## src/rtl/gate_selftest_ctrl.sv

```systemverilog
// Built-in self-test sequencer for the AND/OR/XOR gate datapath: walks a/b through 00,01,10,11,
// waits for the outputs to settle, then counts vectors whose outputs disagree with the ideal gates.
// Optional first-failure capture is enabled by defining GATE_SELFTEST_FIRST_FAIL_EN.
module gate_selftest_ctrl #(
  parameter int SETTLE_CYCLES = 2,
  parameter int LOOPS         = 1,
  parameter int ERR_W         = 8
) (
  input  logic             clk,
  input  logic             rst,
  input  logic             start,
  input  logic             abort,
  output logic             a,
  output logic             b,
  input  logic             y_and,
  input  logic             y_or,
  input  logic             y_xor,
  output logic             busy,
  output logic             done,
  output logic             pass,
  output logic [ERR_W-1:0] err_count
`ifdef GATE_SELFTEST_FIRST_FAIL_EN
  ,
  output logic             first_fail_valid,
  output logic [1:0]       first_fail_vec,
  output logic [2:0]       first_fail_res
`endif
);

  localparam int SET_W  = (SETTLE_CYCLES > 1) ? $clog2(SETTLE_CYCLES) : 1;
  localparam int LOOP_W = (LOOPS > 1) ? $clog2(LOOPS) : 1;

  localparam logic [SET_W-1:0]  SETTLE_RELOAD = SET_W'(SETTLE_CYCLES - 1);
  localparam logic [LOOP_W-1:0] LOOP_LAST     = LOOP_W'(LOOPS - 1);

  localparam logic [1:0] ST_IDLE   = 2'd0;
  localparam logic [1:0] ST_SETTLE = 2'd1;
  localparam logic [1:0] ST_CHECK  = 2'd2;

  logic [1:0]        state_q, state_d;
  logic [1:0]        vec_q, vec_d;
  logic [LOOP_W-1:0] loop_q, loop_d;
  logic [SET_W-1:0]  settle_q, settle_d;
  logic              a_q, a_d;
  logic              b_q, b_d;
  logic              busy_q, busy_d;
  logic              done_q, done_d;
  logic              pass_q, pass_d;
  logic [ERR_W-1:0]  err_q, err_d;

  logic [2:0]        exp_res;
  logic [2:0]        obs_res;
  logic              mismatch;
  logic [ERR_W-1:0]  err_next;
  logic [1:0]        vec_inc;
  logic              start_accept;
  logic              check_fire;

  assign exp_res  = {a_q & b_q, a_q | b_q, a_q ^ b_q};
  assign obs_res  = {y_and, y_or, y_xor};
  assign mismatch = (obs_res != exp_res);
  assign vec_inc  = vec_q + 2'd1;

  // One increment per failing vector, held at all-ones once the counter is full.
  assign err_next = (mismatch && !(&err_q)) ? err_q + 1'b1 : err_q;

  assign start_accept = (state_q == ST_IDLE) && start;
  assign check_fire   = (state_q == ST_CHECK) && !abort;

  always_comb begin
    state_d  = state_q;
    vec_d    = vec_q;
    loop_d   = loop_q;
    settle_d = settle_q;
    a_d      = a_q;
    b_d      = b_q;
    busy_d   = busy_q;
    done_d   = 1'b0;
    pass_d   = pass_q;
    err_d    = err_q;

    case (state_q)
      ST_IDLE: begin
        a_d    = 1'b0;
        b_d    = 1'b0;
        busy_d = 1'b0;
        if (start) begin
          state_d  = ST_SETTLE;
          vec_d    = 2'd0;
          loop_d   = '0;
          settle_d = SETTLE_RELOAD;
          err_d    = '0;
          pass_d   = 1'b0;
          busy_d   = 1'b1;
        end
      end

      ST_SETTLE, ST_CHECK: begin
        // Abort takes priority over any start and over the compare of this cycle.
        if (abort) begin
          state_d = ST_IDLE;
          a_d     = 1'b0;
          b_d     = 1'b0;
          busy_d  = 1'b0;
          pass_d  = 1'b0;
        end else if (state_q == ST_SETTLE) begin
          if (settle_q == '0) begin
            state_d = ST_CHECK;
          end else begin
            settle_d = settle_q - 1'b1;
          end
        end else begin
          err_d = err_next;
          if (vec_q != 2'd3) begin
            state_d  = ST_SETTLE;
            vec_d    = vec_inc;
            a_d      = vec_inc[1];
            b_d      = vec_inc[0];
            settle_d = SETTLE_RELOAD;
          end else if (loop_q != LOOP_LAST) begin
            state_d  = ST_SETTLE;
            vec_d    = 2'd0;
            loop_d   = loop_q + 1'b1;
            a_d      = 1'b0;
            b_d      = 1'b0;
            settle_d = SETTLE_RELOAD;
          end else begin
            state_d = ST_IDLE;
            a_d     = 1'b0;
            b_d     = 1'b0;
            busy_d  = 1'b0;
            done_d  = 1'b1;
            pass_d  = (err_next == '0);
          end
        end
      end

      default: begin
        state_d = ST_IDLE;
        a_d     = 1'b0;
        b_d     = 1'b0;
        busy_d  = 1'b0;
      end
    endcase
  end

  always_ff @(posedge clk) begin
    if (rst) begin
      state_q  <= ST_IDLE;
      vec_q    <= 2'd0;
      loop_q   <= '0;
      settle_q <= '0;
      a_q      <= 1'b0;
      b_q      <= 1'b0;
      busy_q   <= 1'b0;
      done_q   <= 1'b0;
      pass_q   <= 1'b0;
      err_q    <= '0;
    end else begin
      state_q  <= state_d;
      vec_q    <= vec_d;
      loop_q   <= loop_d;
      settle_q <= settle_d;
      a_q      <= a_d;
      b_q      <= b_d;
      busy_q   <= busy_d;
      done_q   <= done_d;
      pass_q   <= pass_d;
      err_q    <= err_d;
    end
  end

  assign a         = a_q;
  assign b         = b_q;
  assign busy      = busy_q;
  assign done      = done_q;
  assign pass      = pass_q;
  assign err_count = err_q;

`ifdef GATE_SELFTEST_FIRST_FAIL_EN
  logic       ff_valid_q, ff_valid_d;
  logic [1:0] ff_vec_q, ff_vec_d;
  logic [2:0] ff_res_q, ff_res_d;

  // Only the first failing vector of a run is captured; later failures leave it alone.
  always_comb begin
    ff_valid_d = ff_valid_q;
    ff_vec_d   = ff_vec_q;
    ff_res_d   = ff_res_q;
    if (start_accept) begin
      ff_valid_d = 1'b0;
      ff_vec_d   = 2'd0;
      ff_res_d   = 3'd0;
    end else if (check_fire && mismatch && !ff_valid_q) begin
      ff_valid_d = 1'b1;
      ff_vec_d   = vec_q;
      ff_res_d   = obs_res;
    end
  end

  always_ff @(posedge clk) begin
    if (rst) begin
      ff_valid_q <= 1'b0;
      ff_vec_q   <= 2'd0;
      ff_res_q   <= 3'd0;
    end else begin
      ff_valid_q <= ff_valid_d;
      ff_vec_q   <= ff_vec_d;
      ff_res_q   <= ff_res_d;
    end
  end

  assign first_fail_valid = ff_valid_q;
  assign first_fail_vec   = ff_vec_q;
  assign first_fail_res   = ff_res_q;
`else
  logic unused_ok;
  assign unused_ok = start_accept ^ check_fire;
`endif

endmodule

```

## config.mk

```make
export PLATFORM = sky130hd
export DESIGN_NAME = gate_selftest_ctrl
export DESIGN_NICKNAME = d
export VERILOG_FILES = /design/src/rtl/gate_selftest_ctrl.sv
export SDC_FILE = /design/constraint.sdc
export NUM_CORES = 1
export LEC_CHECK = 0
export CAP_MARGIN = 20
export CORE_MARGIN = 5
export CORE_UTILIZATION = 46
export DETAILED_ROUTE_END_ITERATION = 6
export GPL_ROUTABILITY_DRIVEN = 1
export PLACE_DENSITY_LB_ADDON = 0.08
export SETUP_SLACK_MARGIN = 0.4
export SYNTH_ARGS = -nofsm -noshare
export SYNTH_HDL_FRONTEND = slang
export SYNTH_SLANG_ARGS = --single-unit
```

## constraint.sdc

```tcl
create_clock -name clk -period 1.9 [get_ports clk]
set_input_delay 0.475 -clock clk [delete_from_list [all_inputs] [get_ports clk]]
set_output_delay 0.475 -clock clk [all_outputs]
set_load 0.02 [all_outputs]
```

## After elaboration in Yosys (flattened, before gate mapping)

Cells that the tools add are included.

| word-level totals | value |
|---|---|
| register bits after elaboration | 19 |
| latch bits | 0 |
| RAM bits | 0 |
| bits in read-only memories | 0 |
| bits of input ports | 7 |
| output and inout bits | 13 |
| logic and storage cells | 93 |
| memories | 0 |

| operators by class | value |
|---|---|
| add/subtract/negate cells | 4 |
| multiply operators | 0 |
| divide/modulo/power cells | 0 |
| magnitude comparators | 0 |
| equality and inequality tests | 14 |
| shift-type cells | 0 |
| mux-type cells | 45 |
| bitwise logic cells | 4 |
| reductions and logical operators | 16 |

Operators with widths:

| operator | count |
|---|---|
| $mux 8 | 4 |
| $mux 1 | 25 |
| $mux 2 | 9 |
| $pmux 8 s2 | 1 |
| $reduce_and 5->1 | 3 |
| $ne 3x3->1 const B | 4 |
| $ne 2x2->1 const B | 5 |
| $add 8x1->8 const B | 1 |
| $logic_not 8->1 | 1 |
| $ne 4x4->1 const B | 2 |
| $pmux 1 s2 | 4 |
| $pmux 2 s2 | 2 |
| $reduce_and 4->1 | 2 |
| $reduce_and 8->1 | 1 |
| $reduce_or 5->1 | 1 |
| $ne 3x3->1 | 1 |
| $reduce_and 3->1 | 1 |
| $reduce_or 3->1 | 1 |
| $add 2x1->2 const B | 1 |
| $eq 2x1->1 const B | 1 |
| $eq 2x2->1 const B | 1 |
| $logic_not 2->1 | 1 |
| $reduce_and 2->1 | 1 |
| $reduce_bool 2->1 | 1 |
| other kinds (9) | 9 |

## Longest topological paths before layout

Gate-level depths: netlist (run 1).

| logic depth | value |
|---|---|
| depth after elaboration | 10 |
| gate-level depth with buffers | 8 |
| mapped depth without buffers | 8 |

## Worst setup path after synthesis (run 1)

Ideal clock, no wire load.

| timing | value |
|---|---|
| path kind | register to register |
| start | register a_q, in the netlist a |
| end | register pass_q, in the netlist pass |
| setup time | 0.084 ns |
| arrival | 2.055 ns |
| data required time | 1.816 ns |
| slack | -0.239 ns |
| stages on the path, launching flop included | 9 |
| buffers on the path | 0 |
| clock period less this slack | 2.139 ns |
| path through | dfxtp_1 > inv_1 > ha_1 > xnor2_1 > a311oi_1 > mux2_2 > nor3_1 > nand4_1 > o31ai_2 |

| on the way | value |
|---|---|
| cells in the longest elaborated chain, start to end | 10 |
| elaborated cells on any way between the ends | 12 |
| classes of those cells | eq/ne (1); mux (6); bitwise (3); reduce/logical (2) |

Ends and longest elaborated chain:

| element | RTL line | RTL |
|---|---|---|
| from (decl) | 44 | `logic a_q, a_d;` |
| from (signal assigned) | 153 | `a_q <= 1'b0;` |
| from (signal assigned) | 164 | `a_q <= a_d;` |
| $xor 1x1->1, or another cell as far along | 59 | `assign exp_res = {a_q & b_q, a_q \| b_q, a_q ^ b_q};` |
| $ne 3x3->1 (*) | 61 | `assign mismatch = (obs_res != exp_res);` |
| $logic_and 1x1->1 (*) | 65 | `assign err_next = (mismatch && !(&err_q)) ? err_q + 1'b1 : err_q;` |
| $mux 8 (*) | 65 |  |
| $logic_not 8->1 (*) | 133 | `pass_d = (err_next == '0);` |
| $mux 1 (*) | 120 | `end else if (loop_q != LOOP_LAST) begin` |
| $mux 1 (*) | 114 | `if (vec_q != 2'd3) begin` |
| $mux 1 (*) | 106 | `end else if (state_q == ST_SETTLE) begin` |
| $mux 1 (*) | 100 | `if (abort) begin` |
| $pmux 1 s2 (*) | 82 | `case (state_q)` |
| to (signal assigned) | 168 | `pass_q <= pass_d;` |
| to (decl) | 48 | `logic pass_q, pass_d;` |

Every way passes the cells marked *; elsewhere a longest branch is shown, timed or not. The select of a mux whose other input is x is not followed.
A chain may end at the register's enable or synchronous reset.

## Worst setup path in the final report (run 1)

Ends and elaborated chain as after synthesis.

==> out/metrics.yaml, run 1 <==
clock_tree:
  clk_root_buffer_cell: "clkbuf_4"
  cts_htree_levels: 1
  cts-hold-fix-buffers: 0
  cts-buffers-inserted: 3
  ctsLongestPathBuffers: 2
  cts.clk_slew.worst_paths_ns: 0.12
  cts.sink_count: 18
  clk_latency_ns: 0.29
  tritoncts_clock_tree: "done"
place:
  gpl.final_weighted_congestion: 0.825
  dp.final_hpwl_um: 2070
  port-buffer-count: 19
floorplanning:
  design.portCount: 20
  initial_core_util: 0.487
  fp.coreArea_um2: 2250
  die_outline_area_um2: 3470
  fp.dieH_um: 58.9
  die_width_um: 58.9
  placement_rows: 17
sta:
  max-slew-margin-rel: 0.776
  rsz0062_at_grt: "yes"
  post_route_clock_period_utilization: 1.07
  post_route_skew_ns: 0.00171
  drv_slew: 0
  hold_viol_final: 0
  final_period_minus_worst_setup_slack_ns: 2.04
  setup_violations: 3
  layout_setup_ws_ns: -0.135
  worst_slew_pin_slew_ns: 0.335
  clock.fmax_ghz: 0.491
  timing.setup.tns_ns: -0.188
final_layout:
  n_fill_cell: 133
  multi_input_comb_area_um2: 961
  area_used_by_sequential_logic_in_the_layout_um2: 380
  antennaDiodeCount: 0
  nets: 199
  layout_stage_area_growth_over_the_synthesis_result_pct: 69.0
  post_route_cells_drive_above_1_share: 0.519
  finalCoreUtilization: 0.824
worst_hold_path:
  holdCritStartpoint: "b"
  hold_class: "reg -> reg"
worst_setup_path:
  endpoint_kind: "flip-flop"
  worst-endpoint-required_ns: 2.12
  r2r-start: "a"
  timing_worst_setup_path_type: "reg -> reg"
  critPathLaunch: "a"
  startpoint_type: "flip-flop"
  critical_path_arrival_ns: 2.25
  path_max_fanout: 4
routing:
  detailroute.via_count: 1231
  wire_per_inst_um: 17.1
  detail_route.wirelength_um: 3620
  route.detailed.vias_per_inst: 5.83
  firstDrtPassIters: 4
  detail_route.drc_violations: 0
  post_detailed_route_count_of_antenna_violating_nets: 0
  drt_iter0_drc: 39
yosys:
  synth_top_flop_cell: "dfxtp_1"
  synth_compound_area_frac: 0.214
  synthArstFlopShare: 0
  syn_area_per_cell_um2: 8.32
  synth_adder_area_share: 0.0911
  main_combinational_cell_family_by_area_after_synthesis: "simple AND/OR/NAND/NOR gates"
  edff_count_synth: 0
  synth_simple_gate_area_frac: 0.256
  postSynthNetCount: 147
  synthesis.instances: 132
  synth.area.mux_share: 0.0285
  synthesis.area_um2: 1100
  synth_xor_xnor_area_share: 0.0478
  ys_warnings: 0
  yosysSeqAreaShare: 0.328
  synth.ff_latch_count: 18
  post_synth_num_cell_types: 39
power:
  power.ir.vdd_worst_uv: 552
  total_power_w: 0.00122
  power_per_cell_area_nw_per_um2: 656
  total_leakage_power_nw: 0.754
grt:
  antenna_found_initial: 0
  grt_max_degree: 16
  wire_length_of_the_first_global_routing_pass_um: 4880
  grt-ovfl-total: 0
  first_global_vias: 1128
  groute.usage.overall: 0.178
run_status:
  violations: "setup timing"
  outcome: "finished with violations"
job:
  cap_viol_max_count: 0
-- cells in the mapped netlist (2+ instances only) --
| library cell | count | area [µm²] |
|---|---|---|
| a21o_1 | 4 | 30.0 |
| a21oi_1 | 10 | 50.1 |
| a22oi_1 | 3 | 22.5 |
| a2bb2oi_1 | 2 | 17.5 |
| a311oi_1 | 2 | 17.5 |
| and3_1 | 2 | 12.5 |
| clkbuf_1 | 2 | 7.51 |
| dfxtp_1 | 18 | 360 |
| ha_1 | 8 | 100 |
| inv_1 | 8 | 30.0 |
| mux2i_1 | 2 | 20.0 |
| nand2_1 | 5 | 18.8 |
| nand2b_1 | 3 | 18.8 |
| nand3_1 | 4 | 20.0 |
| nand3b_1 | 2 | 15.0 |
| nand4_1 | 3 | 18.8 |
| nor2_1 | 20 | 75.1 |
| nor3_1 | 6 | 30.0 |
| o21ai_0 | 4 | 20.0 |
| xnor2_1 | 5 | 43.8 |
-- metal layers --
| layer | vias up | global-route usage | part of all wire |
|---|---|---|---|
| met5 | - | 0 | 0 |
| met3 | 10 | 0.0307 | 0.058 |
| met4 | 0 | 0.0518 | 0.033 |
| met2 | 59 | 0.308 | 0.49 |
| met1 | 583 | 0.225 | 0.41 |
| li1 | 579 | - | - |
-- cell families (layout without fill, tap and decap cells) --
kind of cell,after synthesis,in the layout
simple gates,54,54
compound gates,33,33
flops,18,18
buf+inv,10,61
fa+ha+maj,8,8
xor+xnor,6,6
mux,3,3
-- state kept, by name, summed over array words and instances (netlist names) --
register / flops
a: 1
b: 1
busy: 1
done: 1
err_count: 8
pass: 1
settle_q: 1
state_q: 2
vec_q: 2
-- worst max-delay path, stage by stage (launching register included) --
cell and delay [ns]:
dfxtp_4 0.38, inv_2 0.04, ha_4 0.25, xnor2_4 0.13, a311oi_2 0.35, mux2_4 0.35, nor3_2 0.12, nand4_1 0.12
o31ai_2 0.20
-- where the power goes --
group,switching [W],internal (W),leakage [nW]
sequential,0.0000285,0.000401,0.152
combinational,0.000284,0.000290,0.587
clock,0.000139,0.0000763,0.0154
total,0.000451,0.000768,0.754
-- metrics by stage --
step	instances	hold slack [ns]	area [µm²]	setup slack, ns
finish	211	0.554	1860	-0.135
floorplan	132	0.453	1170	0.0770
global route	211	0.577	1860	-0.200
CTS	204	0.521	1650	-0.00689
detailed placement	195	0.478	1520	-0.345
global placement	195	0.470	1520	-0.308
-- timing repair --
| item | in CTS | in global routing |
|---|---|---|
| gates cloned | 0 | 0 |
| pin swaps | 4 | 19 |
| endpoints found under the setup margin | 30 | 27 |
| resized for setup | 43 | 48 |
| setup buffers | 5 | 7 |
| endpoints found under the hold margin | 0 | 0 |
-- layout by cell type, fill, tap and decap left out, types with 3 or more instances in the layout --
master | synthesis | final
a21oi_1 | 10 | 6
nor3_1 | 6 | 3
a21oi_2 | 0 | 3
ha_4 | 0 | 5
inv_1 | 8 | 3
nand3_1 | 4 | 3
buf_6 | 0 | 6
buf_4 | 0 | 24
inv_2 | 0 | 3
o21ai_1 | 0 | 3
dfxtp_2 | 0 | 7
clkbuf_4 | 0 | 3
nand2_1 | 5 | 5
dlygate4sd2_1 | 0 | 4
dfxtp_1 | 18 | 8
clkbuf_2 | 0 | 5
nand4_1 | 3 | 3
clkdlybuf4s15_2 | 0 | 3
dlymetal6s2s_1 | 0 | 3
nor2_1 | 20 | 17
nor3_2 | 0 | 3
dfxtp_4 | 0 | 3
a21o_1 | 4 | 4
-- final cells by class --
class,count,area share
Timing Repair Buffer,49,0.226
Sequential cell,18,0.205
Multi-Input combinational cell,104,0.518
Clock inverter,1,0.00202
Inverter,8,0.0189
Tap cell,28,0.0189
Clock buffer,3,0.0121
-- final timing paths --
path / endpoint / cells past startpoint / slack (ns)
max: pass / 8 / -0.14
min: b / 2 / 0.55
max reg2reg: pass / 8 / -0.14
min reg2reg: b / 2 / 0.55
Power figures use the tool's default switching activity.
==> inputs of run 2 (changes only) <==
CTS_CLUSTER_SIZE = 12   (was default)
SKIP_CTS_REPAIR_TIMING = 1   (was default)
==> run 2 against run 1 <==
Net effect: the flow now finishes without violations; first-iteration DRC count is 5.1% lower; largest power group unchanged; global-route usage is 1.7 points lower; register-to-register slack improved by 0.15 ns; fmax grew 8.1%; power decreased by 6.0%; design area shrank 2.4%.
==> out/metrics.yaml, run 2 (synthesis results as in run 1) <==
routing:
  detail_route.wirelength_um: 3370  # -7.0%
  route.detailed.vias_per_inst: 5.72  # -1.9%
  firstDrtPassIters: 4  # unchanged
  detail_route.drc_violations: 0  # unchanged
  drt_iter0_drc: 37  # -5.1%
  detailroute.via_count: 1179  # -4.2%
  post_detailed_route_count_of_antenna_violating_nets: 0  # unchanged
  wire_per_inst_um: 16.3  # -4.7%
clock_tree:
  clk_latency_ns: 0.30  # about the same
  cts.sink_count: 18  # unchanged
  ctsLongestPathBuffers: 2  # unchanged
  clk_root_buffer_cell: "clkbuf_4"
  cts_htree_levels: 1  # unchanged
  cts-buffers-inserted: 3  # unchanged
  cts.clk_slew.worst_paths_ns: 0.12  # about the same
  tritoncts_clock_tree: "done"
final_layout:
  most-common-layout-cells: "buf_4 (19), nor2_1 (18), dlymetal6s2s_1 (15), dfxtp_1 (10), a21oi_1 (7)"
  area_used_by_sequential_logic_in_the_layout_um2: 380  # unchanged
  antennaDiodeCount: 0  # unchanged
  mostFrequentLayoutCell: "buf_4"
  layout_stage_area_growth_over_the_synthesis_result_pct: 65.0
  nets: 194  # -2.5%
  multi_input_comb_area_um2: 911  # -5.2%
  post_route_cells_drive_above_1_share: 0.444  # -0.0753
  n_fill_cell: 149  # +12%
  largest_register_ff_count: 8  # unchanged
place:
  gpl.final_weighted_congestion: 0.825  # unchanged
  preCtsSetupSlack_ns: -0.345  # unchanged
  port-buffer-count: 19  # unchanged
  dp.final_hpwl_um: 2070  # unchanged
floorplanning:
  die_outline_area_um2: 3470  # unchanged
  placement_rows: 17  # unchanged
  fp.coreArea_um2: 2250  # unchanged
  design.portCount: 20  # unchanged
  initial_core_util: 0.487  # unchanged
  die_width_um: 58.9  # unchanged
  fp.dieH_um: 58.9  # unchanged
worst_setup_path:
  timing_worst_setup_path_type: "reg -> reg"
  critical_path_arrival_ns: 2.11  # -0.14 ns
  worst-endpoint-required_ns: 2.13  # about the same
  endpoint_kind: "flip-flop"
  path_max_fanout: 4  # unchanged
  startpoint_type: "flip-flop"
sta:
  clock.fmax_ghz: 0.531  # +8.1%
  max-slew-margin-rel: 0.814  # +0.0372
  hold_viol_final: 0  # unchanged
  post_route_clock_period_utilization: 0.991  # -0.0804
  worst_slew_pin_slew_ns: 0.279  # -0.0563 ns
  post_route_skew_ns: 0.0111  # +0.00935 ns
  layout_setup_ws_ns: 0.0177  # +0.153 ns
  final_period_minus_worst_setup_slack_ns: 1.88  # -0.153 ns
  drv_slew: 0  # unchanged
  setup_violations: 0  # -3
  rsz0062_at_grt: "yes"
  timing.hold.ws_ns: 0.528  # -0.0263 ns
power:
  power_per_cell_area_nw_per_um2: 632  # -3.7%
  total_leakage_power_nw: 0.906  # +20%
  power.ir.vdd_worst_uv: 542  # -1.9%
grt:
  first_global_vias: 1048  # -7.1%
  grt-ovfl-total: 0  # unchanged
  wire_length_of_the_first_global_routing_pass_um: 4440  # -8.9%
  grt_max_degree: 16  # unchanged
  groute.usage.overall: 0.161  # -0.0172
  antenna_found_initial: 0  # unchanged
job:
  cap_viol_max_count: 0  # unchanged
worst_hold_path:
  hold_class: "reg -> reg"
run_status:
  outcome: "completed"
==> run 2: changes by cell type in the layout (fill, tap and decap cells not counted), moves of 2 or more <==
cell / before / now
ha_4: 5 / 3
dlygate4sd2_1: 4 / 0
dfxtp_2: 7 / 4
dlymetal6s2s_1: 3 / 15
buf_4: 24 / 19
clkdlybuf4s15_2: 3 / 0
clkbuf_2: 5 / 2
clkdlybuf4s15_1: 2 / 0
dfxtp_1: 8 / 10
==> run 2: metal layers <==
| metal | up-vias | global-route usage | part of all wire |
|---|---|---|---|
| li1 | 573 | - | - |
| met1 | 556 | 0.219 | 0.44 |
| met2 | 38 | 0.257 | 0.49 |
| met3 | 12 | 0.0307 | 0.046 |
| met4 | 0 | 0.0453 | 0.028 |
| met5 | - | 0 | 0 |
==> run 2: area by class of cell <==
type | count | share of cell area
Multi-Input combinational cell | 104 | 0.502
Timing Repair Buffer | 44 | 0.236
Sequential cell | 18 | 0.210
Tap cell | 28 | 0.0193
Inverter | 8 | 0.0179
Clock buffer | 3 | 0.0124
Clock inverter | 1 | 0.00207
==> run 2: where the power goes <==
group | internal (W) | total [W] | switching, W | leakage [nW]
sequential | 0.000400 | 0.000424 | 0.0000232 | 0.151
clock | 0.0000764 | 0.000212 | 0.000136 | 0.0154
combinational | 0.000250 | 0.000511 | 0.000261 | 0.740
total | 0.000727 | 0.00115 | 0.000420 | 0.906
==> run 2: path summary, 6_finish.rpt <==
kind         from    to  slack, ns  depth (start not counted)
max             a  pass       0.02                          8
min reg2reg  pass  pass       0.53                          2
max reg2reg     a  pass       0.02                          8
min          pass  pass       0.53                          2
==> run 2: through the flow <==
step           setup TNS (ns)  instances  utilization  total power, W  instance area, µm²
2_1_floorplan               0        132            -        0.000660                1170
3_3_place_gp            -1.45        195        0.675        0.000794                1520
3_5_place_dp            -1.62        195        0.675        0.000803                1520
4_1_cts               -0.0602        199        0.687         0.00100                1550
5_1_grt                -0.122        206        0.804         0.00121                1810
6_report                    0        206        0.804         0.00115                1810
==> run 2: worst max-delay path, stage by stage (launching register included) <==
cell      delay, ns
dfxtp_4        0.38
inv_2          0.05
ha_4           0.25
xnor2_4        0.14
a311oi_2       0.26
mux2_4         0.34
nor3_2         0.10
nand4_1        0.11
o31ai_2        0.18
==> edit (config.mk and constraints of run 2) <==
The parameter `SETTLE_CYCLES` goes from 2 to 4.
--- a/src/rtl/gate_selftest_ctrl.sv
+++ b/src/rtl/gate_selftest_ctrl.sv
@@ -4,3 +4,3 @@
 module gate_selftest_ctrl #(
-  parameter int SETTLE_CYCLES = 2,
+  parameter int SETTLE_CYCLES = 4,
   parameter int LOOPS         = 1,
Function: changed (Yosys sat finds a counterexample within 10 cycles, from zero or initial values and one cycle with rst high).
==> edit against run 2 <==
- the flow now finishes with violations (negative setup slack)
- area after synthesis increased by 14%
- worst setup slack got worse by 0.16 ns
- sequential share of layout area decreased by 1.8 points
- total power increased by 31%
- count of clock-buffer cells in the layout increased by 1
- hold slack got worse by 0.036 ns
- sequential cell count increased by 1
- wire length increased by 24%
- cell area increased by 14%
- clock power increased by 8%
- critical endpoint unchanged
==> edit: results (changes against run 2) <==
* Outcome: finished with violations (was completed)
* Failing checks: negative setup slack
* Hold Startpoint: vec_q[1]$_SDFFE_PP0P_ (was pass$_SDFFE_PP0P_)
* Mapped Nets at 176 (was 147)
* Sw Pwr at 0.5807 mW (was 0.4199 mW)
* Synth Area in Adders at 7.968% (was 9.112%)
* Area of the multi-input gates at 0.001050 mm² (was 910.9 µm²)
* Clock Buffer Count at 4 (was 3)
* Clk root buf: clkbuf_4 (unchanged)
* Non-CTS buffers at 59 (was 44)
* Seq cells post-synth at 19 (was 18)
* Post-Synth XOR/XNOR Area at 2.092% (was 4.784%)
* Clk cell area share at 1.270% (was 1.449%)
* DRC violation total after the first TritonRoute iteration at 99 (was 37)
* GPL Wtd Cong at 0.9134 (was 0.8251)
* Routed vias/inst at 5.855 (was 5.723)
* VDD IR-drop max at 0.6249 mV (was 0.5422 mV)
* Pre-CTS WS at -0.5396 ns (was -0.3449 ns)
* Largest cells by area after synthesis: dfxtp_1, ha_1, a21oi_1 (was dfxtp_1, ha_1, nor2_1)
* CP max-delay cell: or4_1 (was dfxtp_4)
* Mux contribution to synthesized area at 3.187% (was 2.847%)
* Post-DR wirelength/cell at 16.81 µm (was 16.33 µm)
* Leakage power at 1.012 nW (was 0.9062 nW)
* Slew @ Worst Pin at 0.4331 ns (was 0.2791 ns)
* Routed WL at 4168 µm (was 3365 µm)
* Share of cells above drive strength 1 at 48.39% (was 44.38%)
* Crit Path Max Fanout at 3 (was 4)
* DP Area at 0.001784 mm² (was 0.001523 mm²)
* Setup Skew at 0.005419 ns (was 0.01106 ns)
* Delay-heaviest family, CP: simple AND/OR/NAND/NOR gates (was compound AO/OA/AOI/OAI gates)
* Vias in the first global route at 1,377 (was 1,048)
* Largest net degree at the start of global routing at 15 (was 16)
* Inverters, non-clock at 11 (was 8)
* Combinational power at 0.822 mW (was 0.511 mW)
* Setup_tns at -0.1460 ns (was 0 ns)
* Clock Latency Late Sink at 0.32 ns (was 0.30 ns)
* Clock power frac at 15.2% (was 18.5%)
* DP Wirelength at 2758 µm (was 2074 µm)
* Worst R2R Path Depth at 7 (was 8)
* Nets at 233 (was 194)
* #MultiIn Comb at 124 (was 104)
* Post-synth top cells: a21oi_1, dfxtp_1, nor2_1 (was nor2_1, dfxtp_1, a21oi_1)
* Hold Slack at 0.4921 ns (was 0.5280 ns)
* Synth Warn # at 0 (unchanged)
* Worst path max stage delay at 0.52 ns (was 0.38 ns)
* Post-synthesis compound-gate area fraction at 24.00% (was 21.41%)
* Unique masters post-synth at 47 (was 39)
* Cell area after synthesis at 0.001256 mm² (was 0.001099 mm²)
* Mapped Cells at 161 (was 132)
* Worst setup margin at -0.1460 ns (was 0.01772 ns)
* Endpoints failing setup at 1 (was 0)
* P&R area growth vs syn at 64.74% (was 65.03%)
* Global-route total usage across every layer at 18.48% (was 16.10%)
* Filler instances at 187 (was 149)
* First-pass GRT wire length at 5947 µm (was 4443 µm)
[edit: cell types whose count changed in the layout (fill, tap and decap cells not counted), moves of 4 or more]
cell,before,now
buf_4,19,34
nand2_1,5,11
a21oi_1,7,12
dlymetal6s2s_1,15,11
nor2_1,18,14
[edit: metal layers]
layer  wire length [µm]  track usage (%)  part of all wire [%]
met5                  0                0                     0
met4                105            7.162                   2.5
met3                201            4.324                   4.8
met2               2178            31.87                    52
met1               1683            21.92                    40
[edit: how the worst min path moves through the flow]
| stage | endpoint | cells past startpoint |
|---|---|---|
| 6_report | vec_q[1]$_SDFFE_PP0P_ | 2 |
| 3_5_place_dp | vec_q[1]$_SDFFE_PP0P_ | 2 |
| 3_3_place_gp | vec_q[1]$_SDFFE_PP0P_ | 2 |
| 5_1_grt | vec_q[1]$_SDFFE_PP0P_ | 2 |
| 2_1_floorplan | settle_q[0]$_SDFFE_PP0P_ | 1 |
| 4_1_cts | vec_q[1]$_SDFFE_PP0P_ | 2 |
